$ cat src/rtl/ls_logic_seq.sv
// ---------------------------------------------------------------------------
// ls_logic_seq
// Time-shared bitwise logic unit. One LANE-bit gate slice is reused once per
// clock to build a WIDTH-bit result, so an operation takes WIDTH/LANE cycles.
// A start/ready/done handshake sits in front of a registered result and zero
// flag that feed the CPU logic-unit datapath.
//
// Ports:
//   clk    in   1      rising-edge clock
//   rst_n  in   1      synchronous, active-low reset
//   start  in   1      request, accepted only while ready=1
//   op     in   3      000 AND, 001 OR, 010 XOR, 011 NAND, 100 NOR,
//                      101 XNOR, 110 pass A, 111 NOT A
//   a      in   WIDTH  operand A
//   b      in   WIDTH  operand B (ignored for ops 110/111)
//   ready  out  1      idle, a start will be accepted
//   busy   out  1      operation in progress (always ~ready)
//   y      out  WIDTH  result register
//   zero   out  1      y == 0
//   done   out  1      one-cycle pulse, y/zero just updated
// ---------------------------------------------------------------------------
module ls_logic_seq #(
    parameter int WIDTH = 16,
    parameter int LANE  = 4
) (
    input  logic             clk,
    input  logic             rst_n,
    input  logic             start,
    input  logic [2:0]       op,
    input  logic [WIDTH-1:0] a,
    input  logic [WIDTH-1:0] b,
    output logic             ready,
    output logic             busy,
    output logic [WIDTH-1:0] y,
    output logic             zero,
    output logic             done
);

    localparam int SLICES = WIDTH / LANE;
    localparam int IDX_W  = (SLICES > 1) ? $clog2(SLICES) : 1;

    localparam logic [0:0] S_IDLE = 1'b0;
    localparam logic [0:0] S_RUN  = 1'b1;

    localparam logic [IDX_W-1:0] IDX_LAST = IDX_W'(SLICES - 1);
    localparam logic [IDX_W-1:0] IDX_ONE  = IDX_W'(1);

    // Refuse to elaborate if the slice width does not tile the operand.
    if ((LANE < 1) || ((WIDTH % LANE) != 0)) begin : g_bad_lane
        $error("ls_logic_seq: LANE must divide WIDTH exactly");
    end

    // One gate slice: the shared LANE-bit logic function.
    function automatic logic [LANE-1:0] slice_op(
        input logic [2:0]      f_op,
        input logic [LANE-1:0] f_a,
        input logic [LANE-1:0] f_b
    );
        logic [LANE-1:0] f_r;
        case (f_op)
            3'b000:  f_r = f_a & f_b;
            3'b001:  f_r = f_a | f_b;
            3'b010:  f_r = f_a ^ f_b;
            3'b011:  f_r = ~(f_a & f_b);
            3'b100:  f_r = ~(f_a | f_b);
            3'b101:  f_r = ~(f_a ^ f_b);
            3'b110:  f_r = f_a;
            3'b111:  f_r = ~f_a;
            default: f_r = {LANE{1'b0}};
        endcase
        return f_r;
    endfunction

    logic [0:0]       r_state;
    logic [WIDTH-1:0] r_a;
    logic [WIDTH-1:0] r_b;
    logic [2:0]       r_op;
    logic [IDX_W-1:0] r_idx;
    logic [WIDTH-1:0] r_acc;
    logic [WIDTH-1:0] r_y;
    logic             r_zero;
    logic             r_done;

    logic [WIDTH-1:0] w_acc_next;
    logic             w_last;

    assign w_last = (r_idx == IDX_LAST);

    // Accumulator with the current slice merged in; only the slice selected
    // by r_idx is replaced, the rest keep what earlier cycles wrote.
    always_comb begin
        w_acc_next = r_acc;
        for (int s = 0; s < SLICES; s++) begin
            if (r_idx == IDX_W'(s)) begin
                w_acc_next[s*LANE +: LANE] = slice_op(r_op,
                                                      r_a[s*LANE +: LANE],
                                                      r_b[s*LANE +: LANE]);
            end else begin
                w_acc_next[s*LANE +: LANE] = r_acc[s*LANE +: LANE];
            end
        end
    end

    // Handshake FSM, operand latches, slice sequencing and result registers.
    always_ff @(posedge clk) begin
        if (!rst_n) begin
            r_state <= S_IDLE;
            r_a     <= {WIDTH{1'b0}};
            r_b     <= {WIDTH{1'b0}};
            r_op    <= 3'b000;
            r_idx   <= {IDX_W{1'b0}};
            r_acc   <= {WIDTH{1'b0}};
            r_y     <= {WIDTH{1'b0}};
            r_zero  <= 1'b1;
            r_done  <= 1'b0;
        end else begin
            // done is a single-cycle pulse; only the last slice re-asserts it
            r_done <= 1'b0;
            case (r_state)
                S_IDLE: begin
                    if (start) begin
                        r_a     <= a;
                        r_b     <= b;
                        r_op    <= op;
                        r_idx   <= {IDX_W{1'b0}};
                        r_acc   <= {WIDTH{1'b0}};
                        r_state <= S_RUN;
                    end else begin
                        r_state <= S_IDLE;
                    end
                end
                S_RUN: begin
                    r_acc <= w_acc_next;
                    if (w_last) begin
                        // y/zero only ever see a complete result
                        r_y     <= w_acc_next;
                        r_zero  <= (w_acc_next == {WIDTH{1'b0}});
                        r_done  <= 1'b1;
                        r_idx   <= {IDX_W{1'b0}};
                        r_state <= S_IDLE;
                    end else begin
                        r_idx   <= r_idx + IDX_ONE;
                        r_state <= S_RUN;
                    end
                end
                default: begin
                    r_state <= S_IDLE;
                end
            endcase
        end
    end

    assign ready = (r_state == S_IDLE);
    assign busy  = (r_state == S_RUN);
    assign y     = r_y;
    assign zero  = r_zero;
    assign done  = r_done;

endmodule

$ cat config.mk
export PLATFORM = sky130hd
export DESIGN_NAME = ls_logic_seq
export DESIGN_NICKNAME = d
export VERILOG_FILES = /design/src/rtl/ls_logic_seq.sv
export SDC_FILE = /design/constraint.sdc
export NUM_CORES = 1
export LEC_CHECK = 0
export BUFFER_PORTS_ARGS = -buffer_cell sky130_fd_sc_hd__buf_2
export CORE_UTILIZATION = 59
export DETAILED_ROUTE_END_ITERATION = 10
export GPL_ROUTABILITY_DRIVEN = 0
export GPL_TIMING_DRIVEN = 1
export PLACE_DENSITY = 0.81
export SYNTH_ARGS = -nofsm -noshare
export SYNTH_HDL_FRONTEND = slang
export SYNTH_SLANG_ARGS = --single-unit
$ cat constraint.sdc
create_clock -name clk -period 5.2 [get_ports clk]
set_input_delay 1.04 -clock clk [delete_from_list [all_inputs] [get_ports clk]]
set_output_delay 1.04 -clock clk [all_outputs]
set_load 0.01 [all_outputs]
# --- Word level (Yosys, flattened, before mapping) ---
# Cells that the tools add are included.
op_classes:
  n_bitwise: 29
  n_addsub: 1
  n_eq_ne: 11
  mux: 17
  reduce_logical: 6
op_table:
  columns: ["operator", "count"]
  rows:
  - ["$pmux W4 S8", 4]
  - ["$not A4 Y4", 16]
  - ["$pmux W16 S2", 1]
  - ["$and A4 B4 Y4", 4]
  - ["$logic_not A16 Y1", 1]
  - ["$mux W16", 1]
  - ["$mux W4", 4]
  - ["$or A4 B4 Y4", 4]
  - ["$xor A4 B4 Y4", 4]
  - ["$eq A3 B3 Y1 const B", 4]
  - ["$eq A3 B2 Y1 const B", 2]
  - ["$reduce_and A2 Y1", 3]
  - ["$eq A2 B2 Y1 const B", 2]
  - ["$mux W2", 2]
  - ["$pmux W2 S2", 1]
  - ["$eq A3 B1 Y1 const B", 1]
  - ["$logic_not A3 Y1", 1]
  - ["$mux W1", 3]
  - ["$add A2 B1 Y2 const B", 1]
  - ["$eq A2 B1 Y1 const B", 1]
  - ["$logic_not A2 Y1", 1]
  - ["$ne A2 B2 Y1 const B", 1]
  - ["$pmux W1 S2", 1]
  - ["$not A1 Y1", 1]
totals:
  ff_bits: 72
  input_bits: 38
  output_inout_bits: 20

# --- Logic depth before layout (Yosys ltp) ---
# Gate-level depths: netlist of the first run.
logic_depth:
  ltp_word: 5
  ltp_mapped: 12
  ltp_nobuf: 9

# --- Least setup slack after synthesis of the first run ---
# Ideal clock, no wire load.
synth_path:
  path_type: "reg-to-reg"
  start: "register r_a[4]"
  end: "register r_zero (netlist: zero)"
  stages_incl_launch_ff: 10
  t_arrival_ns: 2.474
  setup_slack_ns: 2.642
  path_cell_list: "dfxtp_1 -> inv_1 -> ha_1 -> mux2i_1 -> a221oi_2 -> o221ai_1 -> o211a_2 -> or4_1 -> or4_1 -> o31ai_2"
synth_between:
  elab_chain_len: 5
  elab_cells_between_ends: 10
  classes_between: "mux: 2; bitwise: 7; reduce/logical: 1"
synth_rtl:
  columns: ["element", "line_no", "rtl"]
  rows:
  - ["start: declaration", "75", "logic [WIDTH-1:0] r_a;"]
  - ["start signal: assignment", "108", "r_a <= {WIDTH{1'b0}};"]
  - ["$xor A4 B4 Y4, or another cell as far along", "63, 66", null]
  - ["$not A4 Y4 (on tied branches)", "66, 64, 65", null]
  - ["$pmux W4 S8 *", "60", "case (f_op)"]
  - ["$mux W4 *", "94", "if (r_idx == IDX_W'(s)) begin"]
  - ["$logic_not A16 Y1 *", "137", "r_zero <= (w_acc_next == {WIDTH{1'b0}});"]
  - ["end signal: assignment", "137", null]
  - ["end: declaration", "81", "logic r_zero;"]
# Mark *: on every way between the ends. The rest lies on a longest branch, timed or not.
# A chain may end at the register's enable or synchronous reset.

# --- Final worst setup path of the first run ---
layout_path:
  start: "register r_op[2]"
  end: "register r_zero (netlist: zero)"
layout_between:
  elab_chain_len: 4
  elab_cells_between_ends: 17
  classes_between: "eq/ne: 7; mux: 8; reduce/logical: 2"
layout_rtl:
  columns: ["element", "line_no", "rtl"]
  rows:
  - ["start: declaration", "77", "logic [2:0] r_op;"]
  - ["start signal: assignment", "124", "r_op <= op;"]
  - ["$eq A3 B3 Y1, or another cell as far along", "60", null]
  - ["$pmux W4 S8", "60", null]
  - ["$mux W4", "94", null]
  - ["$logic_not A16 Y1 *", "137", null]
# Marked as above.

==> impl_metrics.toml, run 1 <==
[floorplan]
core_sq_um = 7250
chipWidth_microns = 88.5
die-area_sq_um = 7840
start_util_pct = 60.9
fp-row-count = 31
die_y_microns = 88.5
num_io_pins = 58

[flow_run]
drv_cap = 0

[layout]
mostFrequentLayoutCell = "nand2_1"
final_cell_mix = "106 x nand2_1, 67 x dfxtp_1, 57 x buf_2"
nFillCells = 640
design_area_sq_um = 4870
diodes = 0
utilization_pct = 67.1
nets = 661
ff_latch_area_sq_um = 1360
area_delta_synth_final_pct = 10.2
multi_input_area_sq_um = 2700
drive_gt1_share_pct = 16.2

[timing]
fin_crit_ps = 3310
slew_viol_final = 0
finalHoldViolCount = 0
fmax_ghz = 0.302
fin_setup_tns_ps = 0
finalCritPeriodShare_pct = 63.7
rsz0062_at_grt = "no"
setup_ws_ps = 1890
relSlewSlack_pct = 18.9
finClkSkew_ps = 7.68
holdWs_ps = 463
setup_violations = 0
tightest_slew_ps = 1210

[synth]
async_flop_share_pct = 0
synth_top_area_cell = "dfxtp_1"
synthMuxAreaShare_pct = 5.86
syn_nets = 630
synth_compound_area_share_pct = 23.7
synth_flop_cell = "dfxtp_1"
synth_top_family_by_area = "compound AO/OA/AOI/OAI gates"
yosys.area_share.simple_pct = 20.2
netlist_instances = 556
synth_area_leaders = "dfxtp_1 31%, ha_1 10%, nand2_1 9.0%"
synth_area_per_cell_sq_um = 7.95
netlist.area_leader.share_pct = 30.8
synth_cell_types = 56
synth_area_sq_um = 4420
yosysWarningCount = 0
synth_xor_area_share_pct = 0.991
synth_edf_count = 0
yosysSeqAreaShare_pct = 30.8
ys_ff_latch = 68
synth_fa_ha_area_share_pct = 10.2

[pwr]
vdd_drop_max_mv = 0.165
power-per-cell-area_nw_per_um2 = 260
leakagePower_uw = 0.00199

[global_routing]
antenna_found_initial = 0
grt_pass1_vias = 3596
grt_use_total_pct = 28.9
grt_max_degree = 69
grt_pass1_wl_microns = 17200
grt.overflow.total = 0

[routing]
finalWirelength_microns = 10600
drt_iter0_drc = 241
wl_per_cell_microns = 15.3
vias = 3958
drt_pre_antenna_iters = 5
drtAntennaViolNets = 0
drc_errors = 0
via_per_inst = 5.73

[worst_setup_path]
crit_path_end = "zero"
crit_chain = "inv_1 -> a221oi_1 -> o221ai_1 -> o211a_1 -> or4_1 -> or4_1 -> o31ai_2"
worstRegToRegCells = 7
start_kind = "flop"
cp_data_arrival_time_ps = 3580
cpPeakStageDelay_ps = 800
crit_slowest_cell = "dfxtp_1"
r2r_end = "zero"
r2r_start = "r_op[2]"
cp-end-kind = "flop"
worst_path_most_repeated_cell = "or4_1"
worstSetupStartpoint = "r_op[2]"
critical_path_class = "reg2reg"
required_ps = 5470
crit_fanout = 23
ff2ff_setup_slack_ps = 1890

[clock_tree]
clk_pin_slew_worst_paths_ps = 70
cts_buffer_depth = 2
hold_buffers = 0
root_buffer = "clkbuf_8"
cts_sinks = 68
cts_buffers = 9
cts_tree = "built"
cts_max_level = 3
cts.repair.resized = 0
clk_latency_ps = 350
post_cts_buffers = 0

[placement]
placed_area_sq_um = 4670
dp_slack_ps = 2000
hpwlAfterDp_microns = 7460
port_buffers = 57

[min_path]
min_path_type = "reg2reg"

[run_status]
status = "completed"
[report_power, final]
part	internal, uW	switching (uW)
combinational	107	145
clock	233	210
sequential	541	29.1
[synthesized netlist by cell type, drive strengths merged (2+ instances only)]
library cell	n
mux2	7
mux2i	18
a221oi	5
o21ai	17
o2bb2ai	6
a21oi	30
a32oi	2
ha	36
buf	14
a21boi	47
dfxtp	68
clkbuf	27
nand2b	5
a211oi	3
nand3	3
a31oi	5
a22o	3
nand2	106
or3	4
nor3	4
o22ai	6
xnor2	4
o21a	5
o221ai	6
and3	3
or4	2
inv	45
and3b	2
o211a	4
nor2b	17
nor3b	12
nor2	22
and2	4
[cells by family (layout without fill, tap and decap cells)]
logic type,after synthesis,in the layout
buf+inv,86,122
fa+ha+maj,36,36
simple gates,188,188
flops,68,68
mux,25,25
xor+xnor,5,5
compound gates,148,148
[metal layers]
layer	routed length, microns	global-route usage [%]
met1	4830	37.2
met2	5040	48.2
met3	482	5.97
met4	239	9.68
met5	0	0
[area by class of cell]
| class | count | share of cell area (%) |
|---|---|---|
| multi-input cells | 402 | 55.4 |
| flip-flops and latches | 68 | 28.0 |
| repair buffers | 61 | 6.48 |
| inverters | 45 | 3.47 |
| clock buffers | 10 | 2.83 |
| well taps | 99 | 2.54 |
| clock inverters | 6 | 1.31 |
[sequential cells by signal, summed over array words and instances (netlist names)]
name   count
busy       1
done       1
r_a       16
r_acc     12
r_b       16
r_idx      2
r_op       3
y         16
zero       1
[how the worst min path moves through the flow]
| stage | cells after the start | startpoint | end |
|---|---|---|---|
| after detailed placement | 2 | y[14] | y[14] |
| final | 2 | y[14] | y[14] |
| after global placement | 2 | y[4] | y[4] |
| after floorplan | 2 | r_b[15] | r_b[15] |
| after CTS | 2 | y[14] | y[14] |
| after global routing | 2 | y[9] | y[9] |
[per-stage QoR]
step	power [uW]	cells
2_1_floorplan	762	556
3_3_place_gp	815	675
3_5_place_dp	826	675
4_1_cts	1270	691
5_1_grt	1320	691
6_report	1270	691
[worst max-delay path: cells and delay by family, from the launching register on]
family	cells	cell delay [ps]
buf+inv	1	450
simple gates	2	1050
flops	1	800
compound gates	4	930
Power figures use the tool's default switching activity.
==> inputs of run 2 (changes only) <==
--- a/config.mk
+++ b/config.mk
@@ -5,12 +5,13 @@
 export SDC_FILE = /design/constraint.sdc
 export NUM_CORES = 1
 export LEC_CHECK = 0
+export ABC_AREA = 1
 export BUFFER_PORTS_ARGS = -buffer_cell sky130_fd_sc_hd__buf_2
-export CORE_UTILIZATION = 59
+export CORE_UTILIZATION = 53
 export DETAILED_ROUTE_END_ITERATION = 10
 export GPL_ROUTABILITY_DRIVEN = 0
 export GPL_TIMING_DRIVEN = 1
-export PLACE_DENSITY = 0.81
+export PLACE_DENSITY = 0.77
 export SYNTH_ARGS = -nofsm -noshare
 export SYNTH_HDL_FRONTEND = slang
 export SYNTH_SLANG_ARGS = --single-unit
==> constraint.sdc (replaced) <==
create_clock -name clk -period 2.9 [get_ports clk]
set_input_delay 0.58 -clock clk [delete_from_list [all_inputs] [get_ports clk]]
set_output_delay 0.58 -clock clk [all_outputs]
set_load 0.01 [all_outputs]
==> run 2 against run 1 <==
Sequential cell count grew 4. Non-clock buffer count grew 11. Critical path depth is 5 higher. Routed wire length is 11% higher. Hold slack better by 2.9 ps. Area after synthesis is 4.0% higher. Synthesized cell count is 23% higher.
==> impl_metrics.toml, run 2 <==
[timing]
setup_violations = 0
finalCritPeriodShare_pct = 80.6
tightest_slew_ps = 713
slew_viol_final = 0
finalHoldViolCount = 0
relSlewSlack_pct = 52.4
fin_crit_ps = 2340
rsz0062_at_grt = "no"
finClkSkew_ps = 8.69
fin_setup_tns_ps = 0
fmax_ghz = 0.428

[floorplan]
die-area_sq_um = 9050
chipWidth_microns = 95.1
die_y_microns = 95.1
fp-row-count = 33
core_sq_um = 8300
start_util_pct = 55.4
num_io_pins = 58

[routing]
drc_errors = 0
wl_per_cell_microns = 14.0
via_per_inst = 5.51
drt_pre_antenna_iters = 5
vias = 4614
drt_iter0_drc = 331
finalWirelength_microns = 11700
drtAntennaViolNets = 0

[worst_setup_path]
path_depth = 12
critical_path_class = "reg2reg"
cp_top_family = "simple AND/OR/NAND/NOR gates"
worstSetupStartpoint = "r_op[0]"
cp_data_arrival_time_ps = 2640
required_ps = 3200
worstRegToRegCells = 12
crit_slowest_cell = "dfxtp_1"
r2r_end = "zero"
crit_path_end = "zero"
start_kind = "flop"
r2r_start = "r_op[0]"
crit_chain = "inv_4 -> nand2_4 -> o21ai_0 -> nor2_1 -> nand2_1 -> nand2_1 -> nand2_1 -> nor2_1 -> nand2_1 -> nor2_1 -> nand2_1 -> nand2_1"
crit_fanout = 31
worst_path_most_repeated_cell = "nand2_1"
critPathBufInv = 1
cp-end-kind = "flop"
ff2ff_setup_slack_ps = 560
cpPeakStageDelay_ps = 730

[pwr]
vdd_drop_max_mv = 0.220
power-per-cell-area_nw_per_um2 = 474
leakagePower_uw = 0.00253

[synth]
synth_xor_area_share_pct = 0
synth_top_area_cell = "dfxtp_1"
netlist_instances = 685
ys_ff_latch = 72
synth_flop_cell = "dfxtp_1"
async_flop_share_pct = 0
synth_area_per_cell_sq_um = 6.71
synth_fa_ha_area_share_pct = 9.80
synth_compound_area_share_pct = 16.0
synth_cell_types = 32
synth_area_leaders = "dfxtp_1 31%, nand2_1 13%, ha_1 9.8%"
netlist.area_leader.share_pct = 31.4
yosysWarningCount = 0
synth_top_family_by_area = "simple AND/OR/NAND/NOR gates"
synthMuxAreaShare_pct = 1.52
yosysSeqAreaShare_pct = 31.4
synth_edf_count = 0
synth.most_common_cell = "nand2_1"
yosys.area_share.simple_pct = 28.1
synth_common_cells = "158 x nand2_1, 91 x inv_1, 72 x dfxtp_1"
syn_nets = 759
synth_area_sq_um = 4600

[global_routing]
grt_use_total_pct = 27.6
grt.overflow.total = 0
antenna_found_initial = 0
grt_pass1_vias = 4307
grt_max_degree = 51
grt_pass1_wl_microns = 19500

[clock_tree]
clk_pin_slew_worst_paths_ps = 80
cts_sinks = 72
cts_buffer_depth = 2
post_cts_buffers = 0
cts_buffers = 9
root_buffer = "clkbuf_8"
cts_tree = "built"
clk_latency_ps = 360
cts.repair.resized = 0
hold_buffers = 0
cts_max_level = 3

[layout]
final_cell_mix = "158 x nand2_1, 91 x inv_1, 72 x dfxtp_1"
ff_latch_area_sq_um = 1440
area_delta_synth_final_pct = 10.7
multi_input_area_sq_um = 2550
design_area_sq_um = 5090
utilization_pct = 61.3
drive_gt1_share_pct = 13.6
nets = 803
diodes = 0
nFillCells = 749
mostFrequentLayoutCell = "nand2_1"

[min_path]
min_path_type = "reg2reg"
min_from = "y[8]"
hold_depth = 2

[flow_run]
drv_cap = 0

[run_status]
status = "completed"

[placement]
placed_area_sq_um = 4890
hpwlAfterDp_microns = 8360
port_buffers = 57
run 2: logic make-up after synthesis:
logic type,Yosys count
buf+inv,135
mux,7
flops,72
fa+ha+maj,36
compound gates,141
simple gates,294
run 2: final cells by class:
class / count / area share, %
tap: 105 / 2.58
clock inverter: 5 / 1.13
inverter: 96 / 7.13
clock buffer: 10 / 2.70
sequential: 72 / 28.3
multi-input combinational: 478 / 50.1
timing repair buffer: 72 / 8.06
run 2: worst min-delay path by stage:
| stage | slack [ps] | endpoint |
|---|---|---|
| global route | 490 | y[13] |
| CTS | 470 | r_acc[1] |
| detailed placement | 460 | r_acc[11] |
| finish | 470 | y[8] |
| global placement | 450 | r_acc[1] |
| floorplan | 450 | r_acc[0] |
run 2: where the power goes:
| part | switching, uW | leakage [uW] | internal (uW) |
|---|---|---|---|
| combinational | 335 | 0.00185 | 183 |
| sequential | 47.3 | 0.000589 | 1030 |
| clock | 399 | 0.0000904 | 414 |
| total | 782 | 0.00253 | 1630 |
run 2: stage by stage:
stage | cells | hold WS (ps) | power [uW] | setup slack [ps]
2_1_floorplan | 685 | 445 | 1480 | 1420
3_3_place_gp | 823 | 452 | 1590 | 710
3_5_place_dp | 823 | 455 | 1610 | 633
4_1_cts | 838 | 467 | 2410 | 611
5_1_grt | 838 | 490 | 2530 | 373
6_report | 838 | 466 | 2410 | 563
run 2: worst min-delay path: cells and delay by family, from the launching register on:
family | cells | cell delay (ps)
AND/OR/NAND/NOR | 2 | 120
flip-flops | 1 | 310
run 2: metal layers:
metal  part of all wire [%]  track usage, %  vias to the layer above
met5                      0               0                        -
met4                    3.1            13.3                        0
met3                    8.0            5.50                       34
met2                     47            45.1                      200
met1                     42            34.6                     2086
li1                       -               -                     2294
